==> config.mk <==
export PLATFORM = sky130hd
export DESIGN_NAME = ifetch
export DESIGN_NICKNAME = d
export VERILOG_FILES = /design/src/rtl/ifetch.sv
export SDC_FILE = /design/constraint.sdc
export NUM_CORES = 1
export LEC_CHECK = 0
export CORE_MARGIN = 4
export CORE_UTILIZATION = 47
export CTS_CLUSTER_DIAMETER = 40
export DETAILED_ROUTE_END_ITERATION = 10
export GPL_ROUTABILITY_DRIVEN = 1
export PLACE_DENSITY = 0.86
export SLEW_MARGIN = 20
export SYNTH_ARGS = -nofsm -noshare
export SYNTH_HDL_FRONTEND = slang
export SYNTH_SLANG_ARGS = --single-unit
==> constraint.sdc <==
create_clock -name clk -period 3.85 [get_ports clk]
set_clock_uncertainty 0.2 [all_clocks]
set_input_delay 1.155 -clock clk [delete_from_list [all_inputs] [get_ports clk]]
set_output_delay 1.155 -clock clk [all_outputs]
set_load 0.01 [all_outputs]
==> src/rtl/ifetch.sv <==
// Instruction fetch: owns the PC, issues one ROM read per cycle, buffers responses in a 2-entry queue.
// Latency: issue in cycle N, ROM data in N+1, inst_valid in N+2; redirect in N gives the new target valid in N+3.
// Backpressure: issue is throttled so reads in flight plus queued never exceed 2; stalls while inst_ready is low.
//
// Ports:
//   clk, rst_n                   clock, asynchronous active-low reset
//   rom_addr, rom_ready          ROM read address (always pc) and read enable
//   rom_dout, rom_valid          ROM read data and strobe, one cycle after issue
//   redirect, redirect_pc        flush and restart fetch at redirect_pc
//   halt                         level; suppresses new reads only
//   inst, inst_pc                head of queue
//   inst_valid, inst_ready       decoder handshake
module ifetch #(
   parameter int DWIDTH = 16,
   parameter int AWIDTH = 12,
   parameter logic [AWIDTH-1:0] RESET_PC = '0
) (
   input  logic              clk,
   input  logic              rst_n,
   output logic [AWIDTH-1:0] rom_addr,
   output logic              rom_ready,
   input  logic [DWIDTH-1:0] rom_dout,
   input  logic              rom_valid,
   input  logic              redirect,
   input  logic [AWIDTH-1:0] redirect_pc,
   input  logic              halt,
   output logic [DWIDTH-1:0] inst,
   output logic [AWIDTH-1:0] inst_pc,
   output logic              inst_valid,
   input  logic              inst_ready
);

   logic [AWIDTH-1:0] pc;
   logic              inflight;
   logic [AWIDTH-1:0] inflight_pc;
   logic              squash;

   // queue: head entry drives the outputs, tail holds the second entry
   logic [DWIDTH-1:0] head_inst, tail_inst;
   logic [AWIDTH-1:0] head_pc, tail_pc;
   logic [1:0]        count;

   logic       pop;
   logic       push;
   logic [2:0] free;

   assign inst_valid = (count != 2'd0);
   assign inst       = head_inst;
   assign inst_pc    = head_pc;
   assign rom_addr   = pc;

   assign pop  = inst_valid & inst_ready;
   assign push = rom_valid & inflight & ~squash;

   // slots not yet claimed by a queued entry or a read in flight; a pop this
   // cycle frees its slot in time for a read issued now to land next cycle
   assign free = 3'd2 - {1'b0, count} - {2'b0, inflight} + {2'b0, pop};

   // rst_n gates the enable so no read leaks out while reset is held
   assign rom_ready = rst_n & ~halt & ~redirect & (free != 3'd0);

   always_ff @(posedge clk or negedge rst_n) begin
      if (!rst_n) begin
         pc          <= RESET_PC;
         inflight    <= 1'b0;
         inflight_pc <= '0;
         squash      <= 1'b0;
         count       <= 2'd0;
         head_inst   <= '0;
         head_pc     <= '0;
         tail_inst   <= '0;
         tail_pc     <= '0;
      end else begin
         squash   <= 1'b0;
         inflight <= rom_ready;
         if (rom_ready) begin
            inflight_pc <= pc;
            pc          <= pc + {{(AWIDTH-1){1'b0}}, 1'b1};
         end
         if (redirect) begin
            // rom_ready is low here, so the pc update above never fires
            pc     <= redirect_pc;
            count  <= 2'd0;
            squash <= inflight;
         end else if (push && !pop) begin
            if (count == 2'd0) begin
               head_inst <= rom_dout;
               head_pc   <= inflight_pc;
            end else begin
               tail_inst <= rom_dout;
               tail_pc   <= inflight_pc;
            end
            count <= count + 2'd1;
         end else if (pop && !push) begin
            head_inst <= tail_inst;
            head_pc   <= tail_pc;
            count     <= count - 2'd1;
         end else if (push && pop) begin
            if (count == 2'd1) begin
               head_inst <= rom_dout;
               head_pc   <= inflight_pc;
            end else begin
               head_inst <= tail_inst;
               head_pc   <= tail_pc;
               tail_inst <= rom_dout;
               tail_pc   <= inflight_pc;
            end
         end
      end
   end

endmodule

==> impl_metrics.yaml, run 1 <==
clocking:
  cts.sinks: 84
  ctsRootBufferMaster: "clkbuf_8"
  tritoncts: "built"
  cts_buffers: 9
  cts_buffer_depth: 2
  path_clk_slew_ns: 0.09
  htreeDepth: 3
  worstSkewPairLatency_ns: 0.34
setup_path:
  crit_path_max_fanout: 2
  required_ns: 2.49
  worstSetupPathType: "in -> out"
  r2r_end: "rom_addr[5]"
  crit_chain: "buf_2 -> nor2b_4 -> inv_4 -> fa_2 -> ha_4 -> nand3b_4 -> nand3_4 -> inv_4 -> buf_6"
  reg2regPathDepth: 12
  arrival_ns: 2.41
  reg2reg_slack_ns: 0.89
  cpMostUsedCell: "inv_4"
  slowest_stage: "fa_2"
  end_kind: "output port"
  start_kind: "input port"
  max_stage_delay_ns: 0.35
  r2r_start: "count[1]"
global_route:
  first_global_vias: 3126
  globalRouteTotalUtil_pct: 18.9
  overflow: 0
  antenna_found_initial: 0
  grt_pass1_wl_um: 15000
  grt_start_max_net_pins: 57
detailed_routing:
  wl_met2_um: 4260
  drc: 0
  vias: 3049
  drt_pass1_iterations: 4
  drtAntennaViolNets: 0
  dr_wl_met3_um: 705
  top_layer: "met4"
  first_iter_violations: 159
  wl_um: 8870
  post_drt_via_cell_ratio: 5.47
  wl_per_cell_um: 15.9
  wl_met1_um: 3820
worst_hold_path:
  min_to: "tail_inst[0]"
  hp-start: "tail_inst[0]"
  hold_class: "reg -> reg"
  holdPathStages: 1
synthesis:
  synth_area_per_cell_um2: 10.6
  syn_inst: 369
  synth_seq_area_share_pct: 53.9
  synth-edff-count: 0
  async_reset_ff_share_pct: 100
  syn-cell-area_um2: 3900
  yosys_most_used_dff: "dfrtp_1"
  synth_cell_type_count: 47
  yosys_warnings: 0
  synthesis.nets: 408
  synth-seq-cells: 84
final_layout:
  mostFrequentLayoutCell: "nand2_1"
  synthToLayoutAreaGrowth_pct: 28.7
  layout.nets: 489
  mostFrequentLayoutCells: "nand2_1, dfrtp_1, clkdlybuf4s50_1"
  fin_cells: 557
  drive_gt1_share_pct: 14.7
  n_antenna_cell: 0
die:
  core-area_um2: 7890
  start_util_pct: 49.4
  die_x_um: 99.1
  dieArea_um2: 9820
  die_h_um: 99.1
  core.rowCount: 32
  io_pins: 76
timing:
  grt_setup_unrepaired: "false"
  hold_viol: 0
  period_minus_slack_ns: 3.76
  slew_viol_final: 0
  max_freq_mhz: 266
  relSlewSlack_pct: 55.0
  final.setup.tns_ns: 0
  worst_pin_slew_ns: 0.676
  timing.final.crit_share_pct: 97.8
  setup_viol: 0
placed_design:
  place_congestion: 0.862
  dpl.cell_count: 539
  portBuffers: 75
  hpwl_um: 6090
job:
  cap_viol_max_count: 0
power:
  p_per_area_nw_per_um2: 751
  irDropWorstVdd_mv: 0.447
  leakage_nw: 2.26
  fin_total_pwr_mw: 3.77
run_status:
  status: "finished clean"
==> metrics by stage <==
stage | worst slack [ns] | hold WS [ns] | cell area, um^2 | util [%]
2_1_floorplan | -0.0403 | 0.260 | 3930 | -
3_3_place_gp | -0.736 | 0.273 | 4780 | 60.6
3_5_place_dp | -0.755 | 0.281 | 4780 | 60.6
4_1_cts | 0.0852 | 0.300 | 5020 | 63.6
5_1_grt | 0.0228 | 0.328 | 5020 | 63.6
6_report | 0.0854 | 0.299 | 5020 | 63.6
==> worst max path at each step <==
stage / from / end / slack (ns) / cells after the start
2_1_floorplan: inst_ready / rom_ready / -0.04 / 9
3_3_place_gp: inst_ready / rom_ready / -0.74 / 9
3_5_place_dp: inst_ready / rom_ready / -0.76 / 9
4_1_cts: inst_ready / rom_ready / 0.09 / 9
5_1_grt: inst_ready / rom_ready / 0.02 / 9
6_report: inst_ready / rom_ready / 0.09 / 9
==> registers in the layout, summed over array words and instances (netlist names) <==
register and flops:
inst 16, rom_addr 12, inst_pc 12, inflight 1, inflight_pc 12, tail_pc 12
count 2, squash 1, tail_inst 16
==> final cells by class <==
class | count | area, um^2
inverter | 7 | 31.3
timing repair buffer | 90 | 870
fill | 608 | 2870
clock inverter | 7 | 100
clock buffer | 9 | 124
sequential | 84 | 2100
tap | 102 | 128
multi-input combinational | 258 | 1660
==> kinds of logic (layout without fill, tap and decap cells) <==
family,after synthesis,in the layout,share of synthesized area [%]
xor gates and xnor gates,3,3,0.674
AOI/OAI and AO/OA,55,55,9.98
muxes,28,28,10.0
DFF,84,84,53.9
and+or+nand+nor,165,165,18.7
adders and majority gates,7,7,2.44
buffers and inverters,27,113,4.24
==> routing by layer <==
metal / up-vias / track usage (%)
li1: 1440 / -
met1: 1485 / 25.3
met2: 116 / 30.6
met3: 8 / 3.96
met4: 0 / 6.20
met5: - / 0
==> synthesized netlist by cell type, types with 2 or more instances <==
library cell,instances,area [um^2]
a211oi_1,2,15.0
a21o_1,3,22.5
a21oi_1,2,10.0
a221o_1,6,60.1
a22oi_1,3,22.5
a31oi_1,32,200
and3_1,4,25.0
buf_2,9,45.0
buf_4,4,30.0
buf_6,5,56.3
clkbuf_1,2,7.51
dfrtp_1,84,2100
ha_1,4,50.1
inv_1,5,18.8
inv_2,2,7.51
mux2_1,8,90.1
mux2_4,20,300
nand2_1,99,372
nand3_1,5,25.0
nand3_2,2,20.0
nand4_1,3,18.8
nor2_1,33,124
nor3_1,4,20.0
nor4_1,2,12.5
or3_1,2,12.5
xnor2_1,3,26.3
==> repair_timing <==
item                       CTS  global route
hold buffers                 0             0
gates resized for setup     10             0
setup buffers                2             0
setup endpoints to repair    1             0
==> report_power, final <==
group / switching [mW] / total, mW / internal, mW / leakage (nW)
registers: 0.241 / 1.49 / 1.25 / 1.07
logic: 0.756 / 1.59 / 0.830 / 1.09
clock network: 0.322 / 0.691 / 0.368 / 0.102
==> critical path, delay by kind of cell <==
kind	cells	cell delay, ns
adder cells (fa/ha/maj)	2	0.63
buffers and inverters	4	0.29
AND/OR/NAND/NOR	3	0.34
Power figures use the tool's default switching activity.
==> run 2: changes to the inputs <==
Settings changed: PLACE_DENSITY 0.86 to 0.73.
==> run 2 against run 1 <==
Effect of this change:
- sequential power about the same
- clock power decreased by 6.2%
- largest power group unchanged
- first-iteration DRC count decreased by 29%
- flip-flop and latch count unchanged
- critical path depth unchanged
- cell area decreased by 0.27%
- hold slack got worse by 0.00065 ns
==> impl_metrics.yaml, run 2 (synthesis results as in run 1) <==
clocking:
  tritoncts: "built"
  path_clk_slew_ns: 0.08
  cts_buffers: 9
  worstSkewPairLatency_ns: 0.34
  postCtsHoldBufs: 0
  ctsRootBufferMaster: "clkbuf_8"
  cts_buffer_depth: 2
  cts.sinks: 84
  htreeDepth: 3
die:
  start_util_pct: 49.4
  core-area_um2: 7890
  dieArea_um2: 9820
  io_pins: 76
  die_x_um: 99.1
  core.rowCount: 32
  die_h_um: 99.1
final_layout:
  synthToLayoutAreaGrowth_pct: 28.3
  final_util_pct: 63.4
  mostFrequentLayoutCells: "nand2_1, dfrtp_1, clkdlybuf4s50_1"
  fillCellCount: 629
  multi_input_area_um2: 1660
  fin_cells: 556
  mostFrequentLayoutCell: "nand2_1"
  n_antenna_cell: 0
  layout.nets: 489
  drive_gt1_share_pct: 14.5
  ff_latch_area_um2: 2100
detailed_routing:
  drtAntennaViolNets: 0
  drc: 0
  first_iter_violations: 113
  wl_um: 8740
  post_drt_via_cell_ratio: 5.44
  wl_per_cell_um: 15.7
  vias: 3027
  drt_pass1_iterations: 4
global_route:
  globalRouteTotalUtil_pct: 18.7
  grt_pass1_wl_um: 15100
  first_global_vias: 3125
  antenna_found_initial: 0
  overflow: 0
  grt_start_max_net_pins: 59
power:
  irDropWorstVdd_mv: 0.321
  p_per_area_nw_per_um2: 743
  leakage_nw: 2.25
  fin_total_pwr_mw: 3.71
setup_path:
  start_kind: "input port"
  required_ns: 2.49
  worstSetupPathType: "in -> out"
  crit_path_max_fanout: 2
  max_stage_delay_ns: 0.34
  cpMostUsedCell: "inv_4"
  arrival_ns: 2.41
  crit_chain: "buf_2 -> nor2b_4 -> inv_4 -> fa_2 -> ha_4 -> nand3b_4 -> nand3_4 -> inv_4 -> buf_6"
  cp.buffers_inverters: 4
  end_kind: "output port"
  crit_family: "adder cells"
  slowest_stage: "fa_2"
timing:
  setup_viol: 0
  setup_ws_ns: 0.0879
  timing.final.crit_share_pct: 97.7
  hold_viol: 0
  relSlewSlack_pct: 53.5
  holdWs_ns: 0.298
  grt_setup_unrepaired: "false"
  period_minus_slack_ns: 3.76
  worst_pin_slew_ns: 0.698
  slew_viol_final: 0
  max_freq_mhz: 266
placed_design:
  portBuffers: 75
  hpwl_um: 5870
  place_congestion: 0.835
  dp_slack_ns: -0.762
  dpl.cell_count: 539
job:
  cap_viol_max_count: 0
worst_hold_path:
  hold_class: "reg -> reg"
run_status:
  status: "finished clean"
-- run 2: per-stage QoR --
stage          setup TNS [ns]  instance area, um^2
6_report                    0                 5000
5_1_grt                     0                 5000
4_1_cts                     0                 5000
3_5_place_dp           -0.762                 4780
3_3_place_gp           -0.742                 4780
2_1_floorplan         -0.0403                 3930
-- run 2: layout make-up --
type,instances,area share [%]
clock buffer,12,3.30
clock inverter,3,0.900
inverter,7,0.625
multi-input combinational,258,33.2
sequential,84,42.0
tap,102,2.55
timing repair buffer,90,17.4
-- run 2: timing repair --
action	CTS	global route
buffers inserted	2	0
resized for setup	10	0
endpoints found under the setup margin	1	0
-- run 2: worst paths after layout --
path,start,end,slack [ns],cells after the start
worst min-delay path,tail_inst[1],tail_inst[1],0.30,1
worst max-delay path,inst_ready,rom_ready,0.09,9
worst min register to register,tail_inst[1],tail_inst[1],0.30,1
min in group asynchronous,rst_n,inst[14],0.67,2
max in group asynchronous,rst_n,tail_pc[2],1.74,3
worst max register to register,count[1],rom_addr[8],0.97,13
-- run 2: per-layer routing --
metal  vias to the layer above  part of all wire (%)  track usage, %
met5                         -                     0               0
met4                         0                   1.6            5.88
met3                        15                   6.4            3.96
met2                       116                    45            28.6
met1                      1455                    47            26.8
li1                       1441                     -               -
-- run 2: power by group --
| part | internal (mW) | total [mW] | switching, mW |
|---|---|---|---|
| Clock | 0.349 | 0.648 | 0.299 |
| Combinational | 0.831 | 1.58 | 0.746 |
| Sequential | 1.25 | 1.49 | 0.240 |
| Total | 2.43 | 3.71 | 1.28 |
